<file path="src/rtl/hack_isa_pkg.sv">
`default_nettype none
// +------------------------------------------------------------------+
// | Module  : hack_isa_pkg                                           |
// | Brief   : Hack ISA widths, instruction field positions, jumps    |
// | Rev     : 1.0  initial release                                   |
// +------------------------------------------------------------------+
package hack_isa_pkg;

    localparam int W     = 16;
    localparam int AW    = 15;

    localparam int IS_C  = 15;
    localparam int A_BIT = 12;
    localparam int C_MSB = 11;
    localparam int C_LSB = 6;
    localparam int D1    = 5;
    localparam int D2    = 4;
    localparam int D3    = 3;
    localparam int J1    = 2;
    localparam int J2    = 1;
    localparam int J3    = 0;

    localparam logic [2:0] JGT = 3'b001;
    localparam logic [2:0] JEQ = 3'b010;
    localparam logic [2:0] JGE = 3'b011;
    localparam logic [2:0] JLT = 3'b100;
    localparam logic [2:0] JNE = 3'b101;
    localparam logic [2:0] JLE = 3'b110;
    localparam logic [2:0] JMP = 3'b111;

endpackage
`default_nettype wire

</file>
<file path="src/rtl/hack_cpu_ctrl_if.sv">
`default_nettype none
// +------------------------------------------------------------------+
// | Module  : hack_cpu_ctrl_if                                       |
// | Brief   : ALU control and data-memory bus of the Hack controller |
// | Rev     : 1.0  initial release                                   |
// +------------------------------------------------------------------+
interface hack_cpu_ctrl_if;
    import hack_isa_pkg::*;

    logic [W-1:0]  alu_x;
    logic [W-1:0]  alu_y;
    logic          zx;
    logic          nx;
    logic          zy;
    logic          ny;
    logic          f;
    logic          no;
    logic [W-1:0]  alu_out;
    logic          alu_zr;
    logic          alu_ng;
    logic [W-1:0]  in_m;
    logic          mem_ready;
    logic [W-1:0]  out_m;
    logic          write_m;
    logic [AW-1:0] address_m;

    modport master (
        output alu_x, alu_y, zx, nx, zy, ny, f, no, out_m, write_m, address_m,
        input  alu_out, alu_zr, alu_ng, in_m, mem_ready
    );

    modport slave (
        input  alu_x, alu_y, zx, nx, zy, ny, f, no, out_m, write_m, address_m,
        output alu_out, alu_zr, alu_ng, in_m, mem_ready
    );

endinterface
`default_nettype wire

</file>
<file path="src/rtl/hack_jump_unit.sv">
`default_nettype none
// +------------------------------------------------------------------+
// | Module  : hack_jump_unit                                         |
// | Brief   : Combinational jump decision from j-bits and ALU flags  |
// | Rev     : 1.0  initial release                                   |
// +------------------------------------------------------------------+
module hack_jump_unit
    import hack_isa_pkg::*;
(
    input  wire logic [2:0] jbits,
    input  wire logic       zr,
    input  wire logic       ng,
    input  wire logic       is_c,
    output logic            take
);

    // "Greater than" is neither zero nor negative.
    always_comb begin
        take = is_c & ((jbits[J1] & ng) |
                       (jbits[J2] & zr) |
                       (jbits[J3] & ~zr & ~ng));
    end

endmodule
`default_nettype wire

</file>
<file path="src/rtl/hack_cpu_ctrl.sv">
`default_nettype none
// +------------------------------------------------------------------+
// | Module  : hack_cpu_ctrl                                          |
// | Brief   : Hack A/D/PC registers, decode, ALU drive, mem stall    |
// | Rev     : 1.0  initial release                                   |
// +------------------------------------------------------------------+
module hack_cpu_ctrl
    import hack_isa_pkg::*;
(
    input  wire logic           clk,
    input  wire logic           reset,
    input  wire logic [W-1:0]   instruction,
    output logic [AW-1:0]       pc,
    hack_cpu_ctrl_if.master     bus
);

    logic [W-1:0]  r_a;
    logic [W-1:0]  r_d;
    logic [AW-1:0] r_pc;

    logic          w_is_c;
    logic          w_a;
    logic          w_d1;
    logic          w_d2;
    logic          w_d3;
    logic [5:0]    w_ctrl;
    logic          w_uses_m;
    logic          w_stall;
    logic          w_take;
    logic          w_unused_bits;

    assign w_is_c        = instruction[IS_C];
    assign w_a           = w_is_c & instruction[A_BIT];
    assign w_d1          = w_is_c & instruction[D1];
    assign w_d2          = w_is_c & instruction[D2];
    assign w_d3          = w_is_c & instruction[D3];
    assign w_ctrl        = w_is_c ? instruction[C_MSB:C_LSB] : 6'b000000;
    assign w_unused_bits = ^instruction[14:13];

    // Any access to M waits for the memory; the instruction is held by the fetcher.
    assign w_uses_m = w_is_c & (w_a | w_d3);
    assign w_stall  = w_uses_m & ~bus.mem_ready;

    assign bus.alu_x     = r_d;
    assign bus.alu_y     = w_a ? bus.in_m : r_a;
    assign bus.zx        = w_ctrl[5];
    assign bus.nx        = w_ctrl[4];
    assign bus.zy        = w_ctrl[3];
    assign bus.ny        = w_ctrl[2];
    assign bus.f         = w_ctrl[1];
    assign bus.no        = w_ctrl[0];
    assign bus.out_m     = bus.alu_out;
    assign bus.write_m   = w_d3 & ~reset;
    assign bus.address_m = r_a[AW-1:0];
    assign pc            = r_pc;

    hack_jump_unit u_jump (
        .jbits (instruction[J1:J3]),
        .zr    (bus.alu_zr),
        .ng    (bus.alu_ng),
        .is_c  (w_is_c),
        .take  (w_take)
    );

    // Jump target is the pre-edge A even when the same instruction rewrites A.
    always_ff @(posedge clk) begin
        if (reset) begin
            r_a  <= '0;
            r_d  <= '0;
            r_pc <= '0;
        end else if (!w_stall) begin
            if (!w_is_c) begin
                r_a <= instruction;
            end else begin
                if (w_d1) r_a <= bus.alu_out;
                if (w_d2) r_d <= bus.alu_out;
            end
            r_pc <= w_take ? r_a[AW-1:0] : r_pc + 1'b1;
        end
    end

endmodule
`default_nettype wire

</file>
<file path="src/flat_wrapper.sv">
// flat-port wrapper written by rule: the top's interface ports become plain ports
module hack_cpu_ctrl_flat import hack_isa_pkg::*;
  (clk, reset, instruction, pc, bus_alu_x, bus_alu_y, bus_zx, bus_nx, bus_zy, bus_ny, bus_f, bus_no, bus_out_m, bus_write_m, bus_address_m, bus_alu_out, bus_alu_zr, bus_alu_ng, bus_in_m, bus_mem_ready);
  hack_cpu_ctrl_if bus_i ();
  input  wire logic clk;
  input  wire logic reset;
  input  wire logic [W-1:0] instruction;
  output logic [AW-1:0] pc;
  output wire logic [$bits(bus_i.alu_x)-1:0] bus_alu_x;
  output wire logic [$bits(bus_i.alu_y)-1:0] bus_alu_y;
  output wire logic [$bits(bus_i.zx)-1:0] bus_zx;
  output wire logic [$bits(bus_i.nx)-1:0] bus_nx;
  output wire logic [$bits(bus_i.zy)-1:0] bus_zy;
  output wire logic [$bits(bus_i.ny)-1:0] bus_ny;
  output wire logic [$bits(bus_i.f)-1:0] bus_f;
  output wire logic [$bits(bus_i.no)-1:0] bus_no;
  output wire logic [$bits(bus_i.out_m)-1:0] bus_out_m;
  output wire logic [$bits(bus_i.write_m)-1:0] bus_write_m;
  output wire logic [$bits(bus_i.address_m)-1:0] bus_address_m;
  input wire logic [$bits(bus_i.alu_out)-1:0] bus_alu_out;
  input wire logic [$bits(bus_i.alu_zr)-1:0] bus_alu_zr;
  input wire logic [$bits(bus_i.alu_ng)-1:0] bus_alu_ng;
  input wire logic [$bits(bus_i.in_m)-1:0] bus_in_m;
  input wire logic [$bits(bus_i.mem_ready)-1:0] bus_mem_ready;
  assign bus_alu_x = bus_i.alu_x;
  assign bus_alu_y = bus_i.alu_y;
  assign bus_zx = bus_i.zx;
  assign bus_nx = bus_i.nx;
  assign bus_zy = bus_i.zy;
  assign bus_ny = bus_i.ny;
  assign bus_f = bus_i.f;
  assign bus_no = bus_i.no;
  assign bus_out_m = bus_i.out_m;
  assign bus_write_m = bus_i.write_m;
  assign bus_address_m = bus_i.address_m;
  assign bus_i.alu_out = bus_alu_out;
  assign bus_i.alu_zr = bus_alu_zr;
  assign bus_i.alu_ng = bus_alu_ng;
  assign bus_i.in_m = bus_in_m;
  assign bus_i.mem_ready = bus_mem_ready;
  hack_cpu_ctrl u_core (.clk(clk), .reset(reset), .instruction(instruction), .pc(pc), .bus(bus_i));
endmodule
</file>
<file path="config.mk">
export PLATFORM = sky130hd
export DESIGN_NAME = hack_cpu_ctrl_flat
export DESIGN_NICKNAME = d
export VERILOG_FILES = /design/src/rtl/hack_isa_pkg.sv /design/src/rtl/hack_cpu_ctrl_if.sv /design/src/rtl/hack_jump_unit.sv /design/src/rtl/hack_cpu_ctrl.sv /design/src/flat_wrapper.sv
export SDC_FILE = /design/constraint.sdc
export NUM_CORES = 1
export LEC_CHECK = 0
export CAP_MARGIN = 20
export CORE_AREA = 5 5 65 125
export CTS_CLUSTER_SIZE = 24
export DETAILED_ROUTE_END_ITERATION = 8
export DIE_AREA = 0 0 70 130
export HOLD_SLACK_MARGIN = 0.15
export PLACE_DENSITY = 0.79
export SKIP_CTS_REPAIR_TIMING = 1
export SLEW_MARGIN = 20
export SYNTH_ARGS = -nofsm -noshare
export SYNTH_HDL_FRONTEND = slang
export SYNTH_SLANG_ARGS = --single-unit
</file>
<file path="constraint.sdc">
create_clock -name clk -period 4.6 [get_ports clk]
set_clock_uncertainty 0.05 [all_clocks]
set_input_delay 0.46 -clock clk [delete_from_list [all_inputs] [get_ports clk]]
set_output_delay 0.46 -clock clk [all_outputs]
set_load 0.02 [all_outputs]
</file>
Yosys cells after proc, flatten, opt, wreduce, memory -nomap -nowiden
Index checks and enable logic that the tools add are counted.
W data, S select, Z words.
{ "totals": {"reg_bits": 47, "inputBits": 53, "out_inout_bits": 85, "elab_cells": 32} }
{ "op_classes": {"add_sub_neg": 1, "eq_ne": 1, "mux": 5, "bitwise_logic": 20, "reduce_logical": 2} }
{ "ops": {"columns": ["cell", "n"], "rows": [
  ["$mux W16", 3],
  ["$add A15 B1 Y15 const B", 1],
  ["$mux W15", 1],
  ["$and A1 B1 Y1", 12],
  ["$mux W6", 1],
  ["$not A1 Y1", 5],
  ["$or A1 B1 Y1", 3],
  ["$reduce_and A3 Y1", 1],
  ["$ne A2 B1 Y1 const B", 1],
  ["$reduce_and A2 Y1", 1]
]} }

Longest topological paths before layout
{ "depth": {"word_depth": 6, "ltp_mapped": 7, "mapped_depth_nobuf": 5} }

By module
From an unflattened synthesis, not the netlist that was laid out.
{ "unflattened": {"hier_cells": 339, "area_unflattened_um2": 2885.3} }
{ "by_module_without_submodules": {"columns": ["module", "n_inst", "cells_per_inst", "area_each_um2", "seq_area_each_um2"], "rows": [
  ["hack_cpu_ctrl", 1, 336, 2861.5, 940.9],
  ["hack_jump_unit", 1, 3, 23.8, 0.0]
]} }

Worst setup path after synthesis
No wires, ideal clock.
{ "synth_timing": {"kind": "input -> output", "startpoint": "in instruction[15]", "endpoint": "out bus_alu_y[10]", "t_arrival_ns": 1.433, "required_ns": 4.090, "path_slack_ns": 2.657, "cell_stages": 4, "path_buffers": 2, "path_cell_list": "buf_4 -> nand2_1 -> buf_2 -> mux2_2"} }
{ "synth_between": {"elab_chain_len": 2} }
{ "synth_lines": {"columns": ["element", "line_no", "text"], "rows": [
  ["start: declaration", "flat_wrapper.sv:7", "input wire logic [W-1:0] instruction;"],
  ["$and A1 B1 Y1", "hack_cpu_ctrl.sv:33", "assign w_a = w_is_c & instruction[A_BIT];"],
  ["$mux W16", "hack_cpu_ctrl.sv:45", "assign bus.alu_y = w_a ? bus.in_m : r_a;"],
  ["end: declaration", "flat_wrapper.sv:10", "output wire logic [$bits(bus_i.alu_y)-1:0] bus_alu_y;"]
]} }
Every way passes these cells.

Worst setup path after layout
{ "layout_timing": {"startpoint": "in instruction[12]", "endpoint": "out bus_alu_y[12]"} }
The elaborated chain is that of the path after synthesis.

==> results.tsv <==
stage	metric	value	unit
status	run status	completed	
die	I/O pins	138	
die	DIE HEIGHT	130	µm
grt	number of global-route vias before repair	2829	
setup_path	WP data required	4090	ps
placement	GPL Wtd Cong	0.871	
timing	Max Freq	326	MHz
synth	post-synth top area share	33.7	%
timing	setup TNS	0	ps
grt	first-pass GRT wire length	14300	µm
synth	Mapped Cells	327	
power	Static Leakage	1.59	nW
synth	synth warn	0	
timing	PnR worst setup slack	1530	ps
finish	Area Growth Syn to Fin	47.1	%
timing	# setup viols final	0	
synth	Synth area leader	dfxtp_1	
die	Placement Rows	43	
detailed_routing	iteration-0 DRC count of the detailed router	281	
synth	synth top area cells	dfxtp_1, mux2i_1, buf_4, mux2_2, a311oi_1	
finish	fin area	4100	µm²
detailed_routing	wire length per cell	18.5	µm
clock_tree	Root Driver	clkbuf_16	
finish	nets	474	
timing	Max-slew headroom	45.1	%
setup_path	Slowest-stage cell, CP	nand2_1	
detailed_routing	DRT antenna net count	0	
grt	largest net degree at the start of global routing	52	
die	DIE WIDTH	70	µm
synth	sequential share of the synthesized area	33.7	%
synth	most numerous cell in the Yosys netlist	dfxtp_1	
timing	clock period minus worst slack	3070	ps
timing	max-slew violation count	0	
timing	RSZ-0062 raised after global routing	false	
detailed_routing	via count	2828	
placement	area post-placement	3950	µm²
finish	layout cell share with drive strength beyond 1	8.55	%
setup_path	CP Launch Type	input pin	
clock_tree	CTS sink cnt	47	
clock_tree	Num CTS Buffers	5	
detailed_routing	DRC Markers	0	
clock_tree	H-tree depth	2	
synth	number of synthesized flops with an enable pin	0	
synth	count of different cell masters after synthesis	46	
die	initial core utilization	39.9	%
placement	IO buf count	137	
grt	initial antenna violation count	1	
min_path	hold path depth	2	
setup_path	Reg2Reg Depth	5	
setup_path	crit-path max cell delay	650	ps
setup_path	cell mode on critical path	clkdlybuf4s50_1	
die	die area	9100	µm²
grt	GRT Util Overall	19.9	%
setup_path	worst path bufs/invs	2	
synth	leading register cell type out of synthesis	dfxtp_1	
detailed_routing	final WL	9440	µm
min_path	class of the worst hold path	reg -> reg	
synth	Synth Net Count	381	
clock_tree	CTS clk-pin slew, worst paths	60	ps
setup_path	Crit path depth	4	
clock_tree	clock tree from TritonCTS	yes	
synth	Mapped Area	2790	µm²
detailed_routing	vias per cell	5.53	
clock_tree	buffer depth of the longest clock path	2	
clock_tree	worst skew pair latency	290	ps
placement	DP Wirelength	7080	µm
setup_path	CP Capture Type	output pin	
finish	n_diodes	0	
synth	ys async rst share	0	%
setup_path	top cell family by delay on the critical path	buffers and inverters	
power	VDD IR-drop max	0.000281	V
flow_run	Max Cap Viol	0	
placement	Place WS	1540	ps
setup_path	Critical Path AT	2560	ps
detailed_routing	DRT Pass-1 Iters	7	
grt	GRT overflow	0	
die	core area	6990	µm²
synth	Post-synth top cells	dfxtp_1, nor2_1, buf_4	
setup_path	Max FO, Critical Path	16	
setup_path	cells along the critical path	clkdlybuf4s50_1 -> nand2_1 -> mux2_2 -> clkdlybuf4s50_1	
synth	Avg Inst Size Synth	8.53	µm²
finish	fin cells	511	
timing	Tcrit/Tclk final	66.8	%
timing	final count of hold timing violations	0	
timing	worst slew pin tran	821	ps
synth	FF+latch count, synth	47	
setup_path	Crit Path Class	in -> out	
power	pwr dens	278	nW/µm²
placement	cell total after placement	503	
## flip-flops by register name, summed over array words and instances, names as in the netlist
name,count
u_core.bus.alu_x,16
u_core.pc,15
u_core.r_a,16
## report_power, final
group | total (mW) | internal, mW | switching, mW
sequential | 0.460 | 0.431 | 0.0284
combinational | 0.324 | 0.164 | 0.161
clock | 0.358 | 0.199 | 0.159
## layout make-up
cell class	count	area (µm²)
fill	624	2890
inverter	10	37.5
timing repair buffer	140	1390
tap	90	113
multi-input combinational	216	1480
sequential	47	941
clock inverter	3	15.0
clock buffer	5	125
## tightest hold or removal path, cell delays in order, from the launching register on
cell and delay, ps:
dfxtp_1 330, inv_1 50, o32ai_1 70
## placed cells by master, fill, tap and decap left out, types with 2 or more instances in the layout
master | Yosys | final
clkdlybuf4s50_1 | 0 | 136
dfxtp_1 | 47 | 47
nor2_1 | 36 | 36
mux2i_1 | 26 | 26
nand3_1 | 23 | 23
nand2_1 | 22 | 22
mux2_2 | 16 | 16
a311oi_1 | 16 | 16
inv_1 | 10 | 10
a21oi_1 | 7 | 7
o32ai_1 | 7 | 7
and2_1 | 6 | 6
o21ai_0 | 5 | 5
clkbuf_16 | 0 | 5
nand4_1 | 4 | 4
nor3_1 | 4 | 4
nor2b_1 | 4 | 4
nor3b_1 | 3 | 3
a221oi_1 | 3 | 3
o211ai_1 | 3 | 3
o31a_1 | 3 | 3
clkinv_2 | 0 | 3
buf_4 | 33 | 3
nand2b_1 | 2 | 2
a211oi_1 | 2 | 2
and3_1 | 2 | 2
and4_1 | 2 | 2
## cell families (layout without fill, tap and decap cells)
kind of cell | Yosys count | count (layout) | synth area share (%)
AND/OR/NAND/NOR | 118 | 118 | 21.3
buffers and inverters | 64 | 158 | 13.5
AO/OA/AOI/OAI | 55 | 55 | 15.3
flip-flops | 47 | 47 | 33.7
multiplexers | 42 | 42 | 15.8
adder cells (fa/ha/maj) | 1 | 1 | 0.449
## path summary, 6_finish.rpt
path / from / to / slack, ps
setup reg to reg: u_core.pc[0] / u_core.pc[14] / 2640
setup / recovery: instruction[12] / bus_alu_y[12] / 1530
hold reg to reg: u_core.pc[14] / u_core.pc[14] / 450
hold / removal: u_core.pc[14] / u_core.pc[14] / 450
## per-stage QoR
| stage | hold WS, ps | total power, mW | util, % |
|---|---|---|---|
| final | 448 | 1.14 | 58.6 |
| after global placement | 426 | 0.786 | 56.5 |
| after global routing | 477 | 1.18 | 58.6 |
| after detailed placement | 438 | 0.792 | 56.5 |
| after floorplan | 417 | 0.645 | - |
| after CTS | 452 | 1.14 | 58.5 |
## per-layer routing
layer  part of all wire, %  wire (µm)  track usage, %
met2                    54       5100            37.0
met1                    35       3310            19.8
met5                  0.14         13               0
met4                   4.5        426            11.2
met3                   6.2        582            5.09
Note: power is estimated with default switching activity, not from simulation.
